[src/rtl/ccs_out_wait_fifo.sv]
// Transmit-side output port: a small circular FIFO between the core (d/ivld/irdy)
// and the external consumer (z/ovld/ordy). irdy, ovld and cnt come from state only.
module ccs_out_wait_fifo #(
   parameter int rscid = 1,
   parameter int width = 8,
   parameter int depth = 4,
   parameter int cntw  = $clog2(depth + 1)
) (
   input  logic             clk,
   input  logic             arst,
   input  logic [width-1:0] d,
   input  logic             ivld,
   output logic             irdy,
   output logic [width-1:0] z,
   output logic             ovld,
   input  logic             ordy,
   output logic [cntw-1:0]  cnt
);

   localparam int AW = $clog2(depth);

   // The resource ID only tags the instance; a negative one is meaningless.
   if (rscid < 0) begin : g_neg_rscid_unsupported
   end

   logic [width-1:0] mem_q [depth];
   logic [AW-1:0]    wptr_q, wptr_d;
   logic [AW-1:0]    rptr_q, rptr_d;
   logic [cntw-1:0]  cnt_q, cnt_d;
   logic             push, pop;

   assign irdy = !arst && (cnt_q != cntw'(depth));
   assign ovld = (cnt_q != '0);
   assign z    = ovld ? mem_q[rptr_q] : '0;
   assign cnt  = cnt_q;

   assign push = ivld && irdy;
   assign pop  = ovld && ordy;

   always_comb begin
      wptr_d = wptr_q;
      rptr_d = rptr_q;
      cnt_d  = cnt_q;
      if (push) wptr_d = wptr_q + AW'(1);
      if (pop)  rptr_d = rptr_q + AW'(1);
      case ({push, pop})
         2'b10:   cnt_d = cnt_q + cntw'(1);
         2'b01:   cnt_d = cnt_q - cntw'(1);
         default: cnt_d = cnt_q;
      endcase
   end

   always_ff @(posedge clk or posedge arst) begin
      if (arst) begin
         wptr_q <= '0;
         rptr_q <= '0;
         cnt_q  <= '0;
      end else begin
         wptr_q <= wptr_d;
         rptr_q <= rptr_d;
         cnt_q  <= cnt_d;
      end
   end

   // Storage is deliberately left unreset; the counter masks stale entries.
   always_ff @(posedge clk) begin
      if (push) mem_q[wptr_q] <= d;
   end

endmodule

[config.mk]
export PLATFORM = sky130hd
export DESIGN_NAME = ccs_out_wait_fifo
export DESIGN_NICKNAME = d
export VERILOG_FILES = /design/src/rtl/ccs_out_wait_fifo.sv
export SDC_FILE = /design/constraint.sdc
export NUM_CORES = 1
export LEC_CHECK = 0
export CAP_MARGIN = 20
export CORE_MARGIN = 3
export CORE_UTILIZATION = 30
export DETAILED_ROUTE_END_ITERATION = 10
export GPL_ROUTABILITY_DRIVEN = 0
export SLEW_MARGIN = 20
export SYNTH_ARGS = -nofsm -noshare
export SYNTH_HDL_FRONTEND = slang
export SYNTH_SLANG_ARGS = --single-unit
[constraint.sdc]
create_clock -name clk -period 2 [get_ports clk]
set_input_delay 0.4 -clock clk [delete_from_list [all_inputs] [get_ports clk]]
set_output_delay 0.4 -clock clk [all_outputs]
set_load 0.02 [all_outputs]
# Word level (Yosys, flattened, before mapping)
# Memories as Yosys holds them, arrays and structs flattened.
# Cells that the tools add are included.
# totals
register_bits	7
ramBits	32
elab_cells	21
n_memories	1
# mem_list
memory	depth	width	rd	rd_clocked_by_memory_dff	wr	line	text
mem_q	4	8	1	0	1	26	logic [width-1:0] mem_q [depth];
# op_classes
add_sub_neg	4
eq_ne	3
mux	4
reduce_logical	6
# op_table
operator	n
8-bit two-way mux	1
3-bit one-hot mux with 2 select lines	1
2-bit by 1-bit adder with 2-bit output (second input constant)	2
3-bit by 1-bit adder with 3-bit output (second input constant)	1
1-bit logical AND	3
3-bit inequality test (second input constant)	1
3-bit nonzero test	1
3-bit by 1-bit subtractor with 3-bit output (second input constant)	1
2-bit by 1-bit == test with 1-bit output (second input constant)	1
2-bit == test (second input constant)	1
1-bit two-way mux	2
2-bit nonzero test	1
1-bit logical NOT	1

# Longest topological paths before layout
# logic_depth
word_depth	5
mapped_depth	9
ltp_nobuf	9

# Worst setup path before layout
# OpenSTA, ideal clock, no wires.
# synth_path
path_kind	register to register
from	reg cnt_q[0], in the netlist cnt[0]
to	reg cnt_q[2], in the netlist cnt[2]
setup_ns	0.135
t_arrival_ns	1.797
path_slack_ns	0.068
stages_incl_launch_ff	9
path_buffers	0
synth_period_minus_slack_ns	1.932
path_cell_list	dfrtp_1 -> or3_4 -> and2_4 -> ha_1 -> inv_1 -> fa_1 -> xor2_1 -> nor2_1 -> xor2_1
# synth_rtl
item	line	text
from (decl)	29	logic [cntw-1:0] cnt_q, cnt_d;
from (signal assigned)	61	cnt_q <= cnt_d;
3-bit nonzero test (*)	33	assign ovld = (cnt_q != '0);
1-bit logical AND (*)	38	assign pop = ovld && ordy;
via pop	30	logic push, pop;
2-bit by 1-bit == test with 1-bit output / 2-bit == test (equally long branches)	46	case ({push, pop})
3-bit one-hot mux with 2 select lines / 2-bit nonzero test (equally long branches)	n/a	
# Mark *: on every way through the listed nets, which the timed path passes. The rest lies on a longest branch.
# A chain may end at the register's enable or synchronous reset.

# Worst setup path after layout
# layout_path
from	reg rptr_q[0]
to	out z[7]
# layout_via
elab_chain_cells	2
# layout_rtl
item	line	text
from (decl)	28	logic [AW-1:0] rptr_q, rptr_d;
from (signal assigned)	60	rptr_q <= rptr_d;
memory read 4 x 8 bit	n/a	
8-bit two-way mux	34	assign z = ovld ? mem_q[rptr_q] : '0;
to (decl)	14	output logic [width-1:0] z,
# No other way between the ends.

==> results.txt <==
- Once the floorplan was initialized, standard cells occupied between 30% and 40% of the core.
* Top-level I/O count: 25
- Synthesis produced a netlist with a net count of between 100 and 150.
- In this run, distinct cell masters in the synthesized netlist total 20.
- Seq/Total Area, Yosys: 68.5%
- Number of flops mapped to enable cells by yosys: 32
- The worst path uses ~100% of the clock period.
- The synthesized design contains 39 register bits.
- The number of pins with negative max-slew slack in the final report came to 0.
* Most repeated cell in the gate-level netlist after synthesis: sky130_fd_sc_hd__edfxtp_1
- CTS H-tree lvls: 2
* Sum of net half-perimeters after detailed placement: roughly 2000 µm
- Maximum number of pins on one net before global-route repair: 15
- Switching share of power: 30.8%
- Setup repair after global routing missed its margin: true
* Number of antenna violations at the first check in global routing: 0
- Post-route cell area: about 2300 µm²
- Async set or reset register ratio after synthesis: 17.9%
- Final global-route overflow total: 0
- P_leak: 0.000882 µW
- Most area-hungry cell type in the Yosys netlist: sky130_fd_sc_hd__edfxtp_1
- Portion of total power attributed to combinational logic: 48.1%
* Count of yosys warnings during synthesis: 0
- Clock-pin slew was measured on the worst setup and hold paths at approximately 70 ps.
* Least-Margin Pin Slew: 395 ps
- Cells with a size suffix above 1 make up 41.0% of the layout.
* Top cells by instance count after synthesis: sky130_fd_sc_hd__edfxtp_1 (32), sky130_fd_sc_hd__and2_1 (12), sky130_fd_sc_hd__mux4_2 (8), sky130_fd_sc_hd__dfrtp_1 (7), sky130_fd_sc_hd__inv_1 (7)
- Setup violations remaining at the end of the flow were counted as 0.
- Full die area: 6460 µm²
- Counting the buffers created by CTS gives 5.
- Number of fill cells in the layout: 459
- Input and output buffers added on the ports amount to 24.
* Arrival time reported for the critical path endpoint: 1600 ps
- Clock Root Buffer: sky130_fd_sc_hd__clkbuf_8
- The clock passes through at most 2 buffers.
- Vertical extent of the die: 80.4 µm
* Net switching power of the design: around 1000 µW
* Overall via count from detail_route: about 890
- DR pass1 iterations: 4
- Counting every instance in the synthesized netlist gives a little over 90.
- CP max stage delay: approximately 500 ps
* Vias per cell: approximately 4.3
* Top flip-flop cell by instance count after synthesis: sky130_fd_sc_hd__edfxtp_1
- Power spread over the standard cell area amounts to 1470 nW/µm².
- Post-Synthesis Mean Instance Area: roughly 18 µm²
- Critical path start-end classification: register to output pin
- Kind of start point of the critical path: register
* Std cell rows: 26
* Slowest-stage cell, CP: sky130_fd_sc_hd__mux4_2
- Of all nets on the critical path, the largest fanout is 5.
- The run finished with clean final reports.
* P_int: 2360 µW
- Traced cell by cell, the critical path runs through buf_6 > mux4_2 > and2_4 > buf_6.
- The finished layout holds 209 standard cells, fillers aside.
- Width of the die: 80.4 µm
- Most prevalent standard cell on the critical path: sky130_fd_sc_hd__buf_6
* Minimum clock period after layout: approximately 2000 ps
* Endpoint class of the critical path: output pin
- DRC violations left: 0
* Worst rel slew slack: between 70% and 80%
* Cell area after synthesis: 1660 µm²
* Top post-synthesis cells by area: sky130_fd_sc_hd__edfxtp_1 (58%), sky130_fd_sc_hd__mux4_2 (11%), sky130_fd_sc_hd__dfrtp_1 (11%)
- The clock arrives with 2.82 ps of skew.
- Clk sink count: 39
* Routed wirelength normalized by instance count: 12.9 µm
- The worst hold path belongs to the class input port to asynchronous set/reset pin.
- Of the total power, registers draw 33.0%.
- Antenna-violating nets left: 0
* Wire length of the first global-routing pass: 4600 µm
- TritonCTS built the clock tree.
- Highest achievable clock rate: ~500 MHz
- Across the run, the number of max-cap violations was 0.
- The area growth from synthesis to layout is 40.0%.
- GRT Util Overall: 9.60%
- Data required, critical path: 1600 ps
* Max IR drop VDD: 0.527 mV
- Hold Violations, Final: 0
- Wires add up to 2700 µm.
- Count of inserted antenna diode cells: 0
- CTS Hold Bufs: 0
- Counting tap cells, the placed design contains a total of between 150 and 200 instances.
* Initial DRC count: 47
* Core footprint: roughly 5200 µm²
- In this run the cell area measured after placement is ~2100 µm².
- Via count of the first global-routing pass: around 980
* Latest clock arrival within the worst-skew pair: 280 ps
* Top-area cell type share of the netlist area: 57.9%
- After the last flow step, the layout net total stands at between 150 and 200.
- In this run, the clock network consumes 18.9% of the power.
-- cells by family after synthesis --
kind of cell	count (synthesis)	synth area share, %
AOI/OAI and AO/OA	2	0.829
xor gates and xnor gates	6	3.17
adders and majority gates	6	4.98
buffers and inverters	10	3.24
DFF	39	68.5
muxes	10	12.1
and+or+nand+nor	18	7.16
-- final cells by class --
cell class | count | area, µm² | area share [%]
clock buffers | 5 | 68.8 | 2.96
clock inverters | 3 | 46.3 | 1.99
inverters | 7 | 26.3 | 1.13
multi-input cells | 42 | 497 | 21.4
flip-flops and latches | 39 | 1140 | 48.9
well taps | 70 | 87.6 | 3.77
repair buffers | 43 | 460 | 19.8
-- path summary, 6_finish.rpt --
check	depth (start not counted)	from	slack, ps	end
worst max-delay path	4	rptr_q[0]	4	z[7]
min in group clk	1	wptr_q[1]	580	wptr_q[1]
worst min register to register	1	wptr_q[1]	580	wptr_q[1]
max in group asynchronous	3	arst	1270	rptr_q[0]
worst min-delay path	3	arst	500	wptr_q[1]
worst max register to register	8	cnt[2]	80	cnt[2]
-- sequential cells by signal, indices dropped and copies added (netlist names) --
signal and flops:
mem_q 32, cnt 3, rptr_q 2, wptr_q 2
-- per-stage QoR --
step / utilization, % / setup TNS (ps) / setup WS (ps) / total power [µW] / hold slack (ps)
floorplan: - / 0 / 68.0 / 1960 / 203
global placement: 40.7 / -802 / -114 / 2540 / 544
detailed placement: 40.7 / -957 / -173 / 2590 / 565
CTS: 43.4 / -50.2 / -50.2 / 3350 / 499
global route: 44.3 / -271 / -48.5 / 3620 / 536
finish: 44.3 / 0 / 3.60 / 3410 / 501
-- power by group through the flow --
| stage | logic (µW) | registers [µW] | clock network (µW) |
|---|---|---|---|
| 2_1_floorplan | 806 | 1150 | 0 |
| 3_3_place_gp | 1410 | 1130 | 0 |
| 3_5_place_dp | 1440 | 1140 | 0 |
| 4_1_cts | 1550 | 1130 | 665 |
| 5_1_grt | 1770 | 1150 | 705 |
| 6_report | 1640 | 1120 | 643 |
-- placed cells by master, fill, tap and decap left out --
cell                              Yosys  layout
sky130_fd_sc_hd__edfxtp_1            32      32
sky130_fd_sc_hd__clkdlybuf4s50_1      0      14
sky130_fd_sc_hd__buf_4                0      12
sky130_fd_sc_hd__buf_6                2      10
sky130_fd_sc_hd__and2_4               1       9
sky130_fd_sc_hd__mux4_2               8       8
sky130_fd_sc_hd__inv_1                7       7
sky130_fd_sc_hd__dfrtp_1              7       7
sky130_fd_sc_hd__ha_1                 5       5
sky130_fd_sc_hd__clkbuf_8             0       5
sky130_fd_sc_hd__buf_12               0       5
sky130_fd_sc_hd__and2_1              12       4
sky130_fd_sc_hd__xor2_1               3       3
sky130_fd_sc_hd__xnor2_1              3       3
sky130_fd_sc_hd__dlygate4sd2_1        0       2
sky130_fd_sc_hd__or3_4                1       1
sky130_fd_sc_hd__nor2_4               0       1
sky130_fd_sc_hd__nand2b_1             1       1
sky130_fd_sc_hd__a21oi_2              1       1
sky130_fd_sc_hd__mux2i_1              1       1
sky130_fd_sc_hd__a21oi_1              1       1
sky130_fd_sc_hd__nor2_1               2       1
sky130_fd_sc_hd__nand3_2              1       1
sky130_fd_sc_hd__mux2_2               1       1
sky130_fd_sc_hd__fa_1                 1       1
sky130_fd_sc_hd__bufinv_16            0       1
sky130_fd_sc_hd__inv_6                0       1
sky130_fd_sc_hd__clkinvlp_4           0       1
-- worst max-delay path: cells and delay by family (launching register included) --
kind / cells / cell delay (ps)
muxes: 1 / 500
DFF: 1 / 390
buffers and inverters: 2 / 270
and+or+nand+nor: 1 / 160
-- layer usage --
metal,part of all wire [%],wire length (µm),track usage [%],vias up
li1,-,-,-,423
met1,37,1010,10.2,445
met2,56,1520,17.6,17
met3,4.8,129,3.36,7
met4,1.4,39,3.04,0
met5,0,0,0,-
-- timing repair --
| action | in CTS | in global routing |
|---|---|---|
| resized for setup | 55 | 7 |
| pin swaps | 4 | 5 |
| endpoints found under the setup margin | 10 | 10 |
| setup buffers | 1 | 2 |
Note: power is estimated with default switching activity, not from simulation.
